$ cat src/rtl/hc595_scan_driver.sv
// Multiplexed 7-segment scan driver for a daisy-chained 74HC595 pair: per digit it
// shifts {select, segments} MSB-first on a divided clock, pulses the latch, then dwells.
module hc595_scan_driver #(
   parameter int NUM_DIGITS     = 6,
   parameter int SEG_WIDTH      = 8,
   parameter int SEL_WIDTH      = 8,
   parameter int CLK_DIV        = 2,
   parameter int DWELL_CYCLES   = 4,
   parameter int SEL_ACTIVE_LOW = 1,
   parameter int SEG_ACTIVE_LOW = 1,
   localparam int CUR_W = (NUM_DIGITS > 1) ? $clog2(NUM_DIGITS) : 1
) (
   input  logic                            s_clk,
   input  logic                            s_reset,
   input  logic                            enable,
   input  logic [NUM_DIGITS*SEG_WIDTH-1:0] data_in,
   input  logic [NUM_DIGITS-1:0]           digit_en,
   output logic                            data_out,
   output logic                            data_clock,
   output logic                            latch_out,
   output logic                            busy,
   output logic                            frame_done,
   output logic [CUR_W-1:0]                cur_digit
);

   localparam int W     = SEL_WIDTH + SEG_WIDTH;
   localparam int BIT_W = $clog2(W);
   localparam int CNT_W = 16;

   localparam logic [CNT_W-1:0]     DIV_LAST   = CNT_W'(CLK_DIV - 1);
   localparam logic [CNT_W-1:0]     DWELL_LAST = CNT_W'((DWELL_CYCLES > 0) ? DWELL_CYCLES - 1 : 0);
   localparam logic [CUR_W-1:0]     LAST_DIGIT = CUR_W'(NUM_DIGITS - 1);
   localparam logic [SEG_WIDTH-1:0] BLANK      = {SEG_WIDTH{SEG_ACTIVE_LOW != 0}};

   localparam logic [2:0] ST_IDLE     = 3'd0;
   localparam logic [2:0] ST_LOAD     = 3'd1;
   localparam logic [2:0] ST_SHIFT_LO = 3'd2;
   localparam logic [2:0] ST_SHIFT_HI = 3'd3;
   localparam logic [2:0] ST_LATCH    = 3'd4;
   localparam logic [2:0] ST_DWELL    = 3'd5;

   logic [2:0]                      r_state;
   logic [CNT_W-1:0]                r_divCnt;
   logic [BIT_W-1:0]                r_bitCnt;
   logic [W-1:0]                    r_shift;
   logic [CUR_W-1:0]                r_curDigit;
   logic [NUM_DIGITS*SEG_WIDTH-1:0] r_dataSnap;
   logic [NUM_DIGITS-1:0]           r_enSnap;
   logic                            r_dataOut;
   logic                            r_dataClock;
   logic                            r_latch;
   logic                            r_busy;
   logic                            r_frameDone;

   logic [2:0]           w_stateNext;
   logic [CNT_W-1:0]     w_divNext;
   logic [BIT_W-1:0]     w_bitNext;
   logic [W-1:0]         w_shiftNext;
   logic [CUR_W-1:0]     w_digitNext;
   logic                 w_snap;
   logic                 w_endDigit;
   logic                 w_frameDoneNext;
   logic [SEL_WIDTH-1:0] w_selOneHot;
   logic [SEL_WIDTH-1:0] w_sel;
   logic [SEG_WIDTH-1:0] w_seg;
   logic [W-1:0]         w_word;

   // Word for the current digit, always built from the frame snapshot
   always_comb begin
      w_selOneHot = SEL_WIDTH'(1) << r_curDigit;
      w_sel       = (SEL_ACTIVE_LOW != 0) ? ~w_selOneHot : w_selOneHot;
      w_seg       = r_enSnap[r_curDigit] ? r_dataSnap[r_curDigit*SEG_WIDTH +: SEG_WIDTH] : BLANK;
      w_word      = {w_sel, w_seg};
   end

   always_comb begin
      w_stateNext     = r_state;
      w_divNext       = r_divCnt;
      w_bitNext       = r_bitCnt;
      w_shiftNext     = r_shift;
      w_digitNext     = r_curDigit;
      w_snap          = 1'b0;
      w_endDigit      = 1'b0;
      w_frameDoneNext = 1'b0;
      case (r_state)
         ST_IDLE: begin
            if (enable) begin
               w_snap      = 1'b1;
               w_digitNext = '0;
               w_stateNext = ST_LOAD;
            end
         end
         ST_LOAD: begin
            w_shiftNext = w_word;
            w_bitNext   = BIT_W'(W - 1);
            w_divNext   = '0;
            w_stateNext = ST_SHIFT_LO;
         end
         ST_SHIFT_LO: begin
            if (r_divCnt == DIV_LAST) begin
               w_divNext   = '0;
               w_stateNext = ST_SHIFT_HI;
            end else begin
               w_divNext = r_divCnt + CNT_W'(1);
            end
         end
         ST_SHIFT_HI: begin
            if (r_divCnt == DIV_LAST) begin
               w_divNext = '0;
               if (r_bitCnt == '0) begin
                  w_stateNext = ST_LATCH;
               end else begin
                  w_shiftNext = {r_shift[W-2:0], 1'b0};
                  w_bitNext   = r_bitCnt - BIT_W'(1);
                  w_stateNext = ST_SHIFT_LO;
               end
            end else begin
               w_divNext = r_divCnt + CNT_W'(1);
            end
         end
         ST_LATCH: begin
            if (r_divCnt == DIV_LAST) begin
               w_divNext = '0;
               if (DWELL_CYCLES == 0) w_endDigit  = 1'b1;
               else                   w_stateNext = ST_DWELL;
            end else begin
               w_divNext = r_divCnt + CNT_W'(1);
            end
         end
         ST_DWELL: begin
            if (r_divCnt == DWELL_LAST) begin
               w_divNext  = '0;
               w_endDigit = 1'b1;
            end else begin
               w_divNext = r_divCnt + CNT_W'(1);
            end
         end
         default: w_stateNext = ST_IDLE;
      endcase

      // Frame end re-snapshots the inputs so a running scan stays coherent per frame
      if (w_endDigit) begin
         if (r_curDigit != LAST_DIGIT) begin
            w_digitNext = r_curDigit + CUR_W'(1);
            w_stateNext = ST_LOAD;
         end else begin
            w_frameDoneNext = 1'b1;
            w_digitNext     = '0;
            if (enable) begin
               w_snap      = 1'b1;
               w_stateNext = ST_LOAD;
            end else begin
               w_stateNext = ST_IDLE;
            end
         end
      end
   end

   // Outputs are registered from the next state so they line up with r_state glitch-free
   always_ff @(posedge s_clk) begin
      if (!s_reset) begin
         r_state     <= ST_IDLE;
         r_divCnt    <= '0;
         r_bitCnt    <= '0;
         r_shift     <= '0;
         r_curDigit  <= '0;
         r_dataSnap  <= '0;
         r_enSnap    <= '0;
         r_dataOut   <= 1'b0;
         r_dataClock <= 1'b0;
         r_latch     <= 1'b0;
         r_busy      <= 1'b0;
         r_frameDone <= 1'b0;
      end else begin
         r_state    <= w_stateNext;
         r_divCnt   <= w_divNext;
         r_bitCnt   <= w_bitNext;
         r_shift    <= w_shiftNext;
         r_curDigit <= w_digitNext;
         if (w_snap) begin
            r_dataSnap <= data_in;
            r_enSnap   <= digit_en;
         end
         r_dataOut   <= ((w_stateNext == ST_SHIFT_LO) || (w_stateNext == ST_SHIFT_HI)) & w_shiftNext[W-1];
         r_dataClock <= (w_stateNext == ST_SHIFT_HI);
         r_latch     <= (w_stateNext == ST_LATCH);
         r_busy      <= (w_stateNext != ST_IDLE);
         r_frameDone <= w_frameDoneNext;
      end
   end

   assign data_out   = r_dataOut;
   assign data_clock = r_dataClock;
   assign latch_out  = r_latch;
   assign busy       = r_busy;
   assign frame_done = r_frameDone;
   assign cur_digit  = r_curDigit;

endmodule

$ cat config.mk
export PLATFORM = sky130hd
export DESIGN_NAME = hc595_scan_driver
export DESIGN_NICKNAME = d
export VERILOG_FILES = /design/src/rtl/hc595_scan_driver.sv
export SDC_FILE = /design/constraint.sdc
export NUM_CORES = 1
export LEC_CHECK = 0
export CAP_MARGIN = 20
export CORE_AREA = 2 2 129 131
export CTS_BUF_LIST = sky130_fd_sc_hd__clkbuf_8 sky130_fd_sc_hd__clkbuf_16
export DETAILED_ROUTE_END_ITERATION = 10
export DIE_AREA = 0 0 131 133
export PLACE_DENSITY_LB_ADDON = 0.15
export SYNTH_ARGS = -nofsm -noshare
export SYNTH_HDL_FRONTEND = slang
export SYNTH_SLANG_ARGS = --single-unit
$ cat constraint.sdc
create_clock -name s_clk -period 2.7 [get_ports s_clk]
set_clock_uncertainty 0.05 [all_clocks]
set_input_delay 0.54 -clock s_clk [delete_from_list [all_inputs] [get_ports s_clk]]
set_output_delay 0.54 -clock s_clk [all_outputs]
set_load 0.03 [all_outputs]
==> results of run 1 <==
## state kept, by name, indices dropped and copies added, names as in the netlist
register    cells
r_dataSnap     48
r_divCnt       16
r_shift        16
r_enSnap        6
r_bitCnt        4
cur_digit       3
r_state         3
busy            1
data_clock      1
data_out        1
frame_done      1
latch_out       1
## how the worst min path moves through the flow
stage	from	endpoint	slack (ns)	cells after the start
3_5_place_dp	r_enSnap[0]	r_enSnap[0]	0.39	2
4_1_cts	r_enSnap[2]	r_enSnap[2]	0.40	2
5_1_grt	r_enSnap[0]	r_enSnap[0]	0.41	2
6_report	r_enSnap[2]	r_enSnap[2]	0.40	2
2_1_floorplan	r_dataSnap[26]	r_dataSnap[26]	0.38	2
3_3_place_gp	r_dataSnap[30]	r_dataSnap[30]	0.39	2
## cells in the final DEF, fill, tap and decap left out, types with 5 or more instances in the layout
cell               n
nor2b_1            7
o22ai_1            5
a221oi_1           7
nor2_1            35
a21oi_1           78
mux2i_1            6
clkdlybuf4s50_1   64
nand4_1            8
buf_4             17
nand3_1            7
o21ai_0           16
nand2_1          127
mux2_2             8
inv_1             15
dfxtp_1          101
clkbuf_16          9
xor2_1            11
a22o_1             6
ha_1               5
o31a_1             5
## where the power goes
group / switching (W) / internal (W)
Combinational: 0.000265 / 0.000231
Clock: 0.000576 / 0.000717
Sequential: 0.0000579 / 0.00159
Total: 0.000899 / 0.00253
## logic make-up after synthesis
kind of cell | share of synthesized area [%]
adders and majority gates | 1.32
xor gates and xnor gates | 2.04
DFF | 42.7
buffers and inverters | 5.68
AOI/OAI and AO/OA | 20.1
and+or+nand+nor | 23.0
muxes | 5.08
## layout make-up
| type | count | area [sq um] |
|---|---|---|
| Sequential cell | 101 | 2020 |
| Multi-Input combinational cell | 410 | 2450 |
| Timing Repair Buffer | 83 | 808 |
| Inverter | 14 | 52.6 |
| Tap cell | 220 | 275 |
| Fill cell | 1648 | 10300 |
| Clock buffer | 9 | 225 |
| Clock inverter | 7 | 67.6 |
## layer usage
metal / GRT usage, % / share of wire (%)
met5: 0 / 0
met4: 4.43 / 0.92
met3: 4.45 / 3.7
met2: 24.9 / 50
met1: 19.3 / 46
## stage by stage
stage	setup slack (ns)	instances	hold slack (ns)	instance area, sq um	util, %
6_report	0.293	844	0.400	5900	36.5
5_1_grt	0.143	844	0.415	5900	36.5
4_1_cts	0.257	844	0.403	5900	36.5
3_5_place_dp	0.216	828	0.392	5610	34.7
3_3_place_gp	0.303	828	0.386	5610	34.7
2_1_floorplan	0.407	566	0.378	4730	-
==> impl_metrics.env, run 1 <==
export IMPL_postCtsHoldBufs=0
export IMPL_yosysSeqAreaShare_pct=42.7
export IMPL_firstDrtPassIters=5
export IMPL_die_area_sq_um=17400
export IMPL_grt_pass1_wl_microns=20700
export IMPL_path_depth=1
export IMPL_synthTopCellsByArea="dfxtp_1, nand2_1, a21oi_1"
export IMPL_synth_common_cells="nand2_1, dfxtp_1, a21oi_1"
export IMPL_clockRootBuffer="clkbuf_16"
export IMPL_worst_pin_slew_ns=0.711
export IMPL_cts_tree="yes"
export IMPL_cts_buffers=9
export IMPL_grt_pass1_vias=4067
export IMPL_initial_core_util_pct=29.3
export IMPL_ys_seq_elements=101
export IMPL_max_freq_mhz=415
export IMPL_post_drt_via_cell_ratio=4.89
export IMPL_hold_viol=0
export IMPL_yosys_area_top_type="dfxtp_1"
export IMPL_setup_viol=0
export IMPL_drt_iter0_markers=240
export IMPL_core_region_area_sq_um=16200
export IMPL_startpoint="cur_digit[1]"
export IMPL_wirelength_microns=12600
export IMPL_rows=47
export IMPL_max_vdd_ir_drop_v=0.000315
export IMPL_async_flop_share_pct=0
export IMPL_synth_most_common_cell="nand2_1"
export IMPL_via_count=4125
export IMPL_grt_usage_pct=15.2
export IMPL_slew_headroom_pct=52.2
export IMPL_cpLargestDelayFamily="buffers and inverters"
export IMPL_ant_nets=0
export IMPL_synth_avg_cell_area_sq_um=8.36
export IMPL_ys_warn_count=0
export IMPL_startpoint_type="flip-flop"
export IMPL_fin_crit_ns=2.41
export IMPL_grt_max_degree=55
export IMPL_drc=0
export IMPL_critPathArrivalTime_ns=1.82
export IMPL_areaGrowthSynthToFinish_pct=24.7
export IMPL_path_cells="clkdlybuf4s50_1"
export IMPL_fp_dieW_microns=131
export IMPL_p_total_w=0.00343
export IMPL_gp_congestion=0.801
export IMPL_synth_cell_types=66
export IMPL_crit_slowest_cell="clkdlybuf4s50_1"
export IMPL_grt_antenna_before_repair=0
export IMPL_slew_viol_final=0
export IMPL_cp_endpoint="cur_digit[1]"
export IMPL_r2r_end="data_out"
export IMPL_cp_end_kind="output pin"
export IMPL_rr_worst_depth=7
export IMPL_cts_resized=0
export IMPL_cap_viol_max_count=0
export IMPL_cp_num_buf_inv=1
export IMPL_antenna_cells=0
export IMPL_worstPathRequired_ns=2.11
export IMPL_power_density_nw_per_um2=582
export IMPL_post_drt_wl_per_cell_microns=14.9
export IMPL_r2r_start="r_bitCnt[0]"
export IMPL_drive_above_1_share_pct=11.1
export IMPL_path_max_fanout=11
export IMPL_crit_type="flip-flop to output pin"
export IMPL_hpwlAfterDp_microns=8920
export IMPL_h_tree_depth=3
export IMPL_max_clock_path_buffers=2
export IMPL_netlist_area_sq_um=4730
export IMPL_synth_fp_nets=628
export IMPL_tns_ns=0
export IMPL_die_h_microns=133
export IMPL_cp_slowest_stage_delay_ns=0.78
export IMPL_ff2ff_setup_slack_ns=0.35
export IMPL_hold_path_class="flip-flop to flip-flop"
export IMPL_syn_inst=566
export IMPL_clkTransAtPathRegs_ns=0.07
export IMPL_clkLatencyLatePin_ns=0.35
export IMPL_fin_nets=681
export IMPL_p_leak_nw=2.14
export IMPL_synth_top_area_share_pct=42.7
export IMPL_synth_edf_count=0
export IMPL_postCtsSetupBuffers=0
export IMPL_finalCritPeriodShare_pct=89.1
export IMPL_ioPinCount=65
export IMPL_cts_sinks=101
export IMPL_synthFlopType="dfxtp_1"
export IMPL_portBuffers=64
export IMPL_rsz0062_at_grt="false"
export IMPL_status="complete, no violations"
export IMPL_overflow=0
No activity file was read; power rests on OpenSTA's default activity.
==> run 2: changes to the inputs <==
--- a/config.mk
+++ b/config.mk
@@ -6,11 +6,12 @@
 export NUM_CORES = 1
 export LEC_CHECK = 0
 export CAP_MARGIN = 20
-export CORE_AREA = 2 2 129 131
+export CORE_AREA = 2 2 96 98
 export CTS_BUF_LIST = sky130_fd_sc_hd__clkbuf_8 sky130_fd_sc_hd__clkbuf_16
 export DETAILED_ROUTE_END_ITERATION = 10
-export DIE_AREA = 0 0 131 133
+export DIE_AREA = 0 0 98 100
 export PLACE_DENSITY_LB_ADDON = 0.15
+export SLEW_MARGIN = 20
 export SYNTH_ARGS = -nofsm -noshare
 export SYNTH_HDL_FRONTEND = slang
 export SYNTH_SLANG_ARGS = --single-unit
==> run 2 against run 1 <==
  * Maximum frequency increased by 1.5%
  * Worst setup slack improved by 0.036 ns
  * Sequential power about the same
  * Critical path depth increased by 6
  * Sequential share of layout area increased by 1.6 points
  * Largest cell class unchanged
  * Largest power group unchanged
  * Total power decreased by 11%
==> impl_metrics.env, run 2 (same netlist as run 1, synthesis figures left out) <==
export IMPL_status="complete, no violations"
export IMPL_portBuffers=64
export IMPL_grt_pass1_wl_microns=18100
export IMPL_crit_top_cell="nand2_1"
export IMPL_wirelength_microns=10900
export IMPL_r2r_start="r_divCnt[0]"
export IMPL_path_cells="ha_1 -> nand2_1 -> nor2_8 -> a41oi_4 -> buf_4 -> nand2_1 -> a21oi_1"
export IMPL_rsz0062_at_grt="false"
export IMPL_power_density_nw_per_um2=539
export IMPL_slew_headroom_pct=42.4
export IMPL_drive_above_1_share_pct=11.2
export IMPL_core_region_area_sq_um=8890
export IMPL_cp_slowest_stage_delay_ns=0.74
export IMPL_die_area_sq_um=9800
export IMPL_layout_commonest_cell="nand2_1"
export IMPL_max_freq_mhz=422
export IMPL_cp_end_kind="flip-flop"
export IMPL_p_total_w=0.00304
export IMPL_antenna_cells=0
export IMPL_rows=35
export IMPL_cts_sinks=101
export IMPL_drt_iter0_markers=181
export IMPL_overflow=0
export IMPL_multi_input_area_sq_um=2450
export IMPL_crit_slowest_cell="a41oi_4"
export IMPL_post_drt_via_cell_ratio=5.69
export IMPL_die_h_microns=100
export IMPL_seqCellArea_sq_um=2020
export IMPL_hold_path_class="flip-flop to flip-flop"
export IMPL_hold_viol=0
export IMPL_grt_usage_pct=22.3
export IMPL_cp_num_buf_inv=1
export IMPL_clockRootBuffer="clkbuf_8"
export IMPL_ioPinCount=65
export IMPL_postCtsHoldBufs=0
export IMPL_tns_ns=0
export IMPL_fin_nets=680
export IMPL_postCtsSetupBuffers=0
export IMPL_initial_core_util_pct=53.2
export IMPL_critPathArrivalTime_ns=2.62
export IMPL_cts_resized=0
export IMPL_clkLatencyLatePin_ns=0.37
export IMPL_fin_crit_ns=2.37
export IMPL_areaGrowthSynthToFinish_pct=19.2
export IMPL_largest_register_ffs=48
export IMPL_drc=0
export IMPL_h_tree_depth=3
export IMPL_min_from="r_dataSnap[35]"
export IMPL_post_drt_wl_per_cell_microns=14.9
export IMPL_p_leak_nw=2.07
export IMPL_worstPathRequired_ns=2.94
export IMPL_cts_tree="yes"
export IMPL_clkTransAtPathRegs_ns=0.10
export IMPL_fin_area_sq_um=5640
export IMPL_grt_antenna_before_repair=0
export IMPL_path_max_fanout=30
export IMPL_grt_max_degree=55
export IMPL_crit_type="flip-flop to flip-flop"
export IMPL_post_place_cells=718
export IMPL_slew_viol_final=0
export IMPL_startpoint="r_divCnt[0]"
export IMPL_gp_congestion=0.817
export IMPL_finalNonFillerCells=734
export IMPL_hpwlAfterDp_microns=7830
export IMPL_worst_pin_slew_ns=0.861
export IMPL_top_register="r_dataSnap"
export IMPL_layout_cells_most_common_list="nand2_1, dfxtp_1, a21oi_1, clkdlybuf4s50_1, nor2_1"
export IMPL_place_area_sq_um=5460
export IMPL_cap_viol_max_count=0
export IMPL_max_vdd_ir_drop_v=0.000356
export IMPL_grt_pass1_vias=3965
export IMPL_startpoint_type="flip-flop"
export IMPL_cts_buffers=9
export IMPL_largestRegisters="r_dataSnap: 48 flops, r_divCnt: 16 flops, r_shift: 16 flops"
export IMPL_firstDrtPassIters=4
export IMPL_setup_viol=0
export IMPL_fillers=812
export IMPL_cpLargestDelayFamily="compound AO/OA/AOI/OAI gates"
export IMPL_final_util_pct=63.5
export IMPL_fp_dieW_microns=98
export IMPL_max_clock_path_buffers=2
export IMPL_via_count=4179
export IMPL_finalCritPeriodShare_pct=87.8
export IMPL_ant_nets=0
-- run 2: worst register-to-register path, cell delays in order (launching register included) --
cell and delay, ns:
dfxtp_1 0.36, ha_1 0.30, nand2_1 0.23, nor2_8 0.07, a41oi_4 0.74, buf_4 0.33
nand2_1 0.08, a21oi_1 0.14
-- run 2: worst paths after layout --
path,end,slack (ns),depth (start not counted)
min,r_dataSnap[35],0.41,2
min reg2reg,r_dataSnap[35],0.41,2
max reg2reg,r_dataSnap[23],0.33,7
max,r_dataSnap[23],0.33,7
-- run 2: area by class of cell --
cell class,count,share of cell area (%)
clock buffers,10,2.44
flip-flops and latches,101,35.8
multi-input cells,410,43.5
clock inverters,6,0.865
well taps,111,2.46
inverters,14,0.931
repair buffers,82,14.0
-- run 2: layer usage --
layer	part of all wire, %	global-route usage, %
met5	0	0
met4	1.6	10.1
met3	4.3	3.13
met2	49	37.4
met1	45	28.8
-- run 2: power by group --
part / internal (W) / leakage (nW) / total, W / switching [W]
Clock: 0.000369 / 0.0958 / 0.000910 / 0.000542
Sequential: 0.00159 / 0.826 / 0.00164 / 0.0000562
Combinational: 0.000231 / 1.15 / 0.000489 / 0.000258
Total: 0.00219 / 2.07 / 0.00304 / 0.000856
-- run 2: metrics by stage --
stage,worst slack (ns),hold slack [ns]
floorplan,0.407,0.378
global placement,0.0810,0.385
detailed placement,0.0446,0.394
CTS,0.302,0.407
global route,0.126,0.422
finish,0.329,0.405
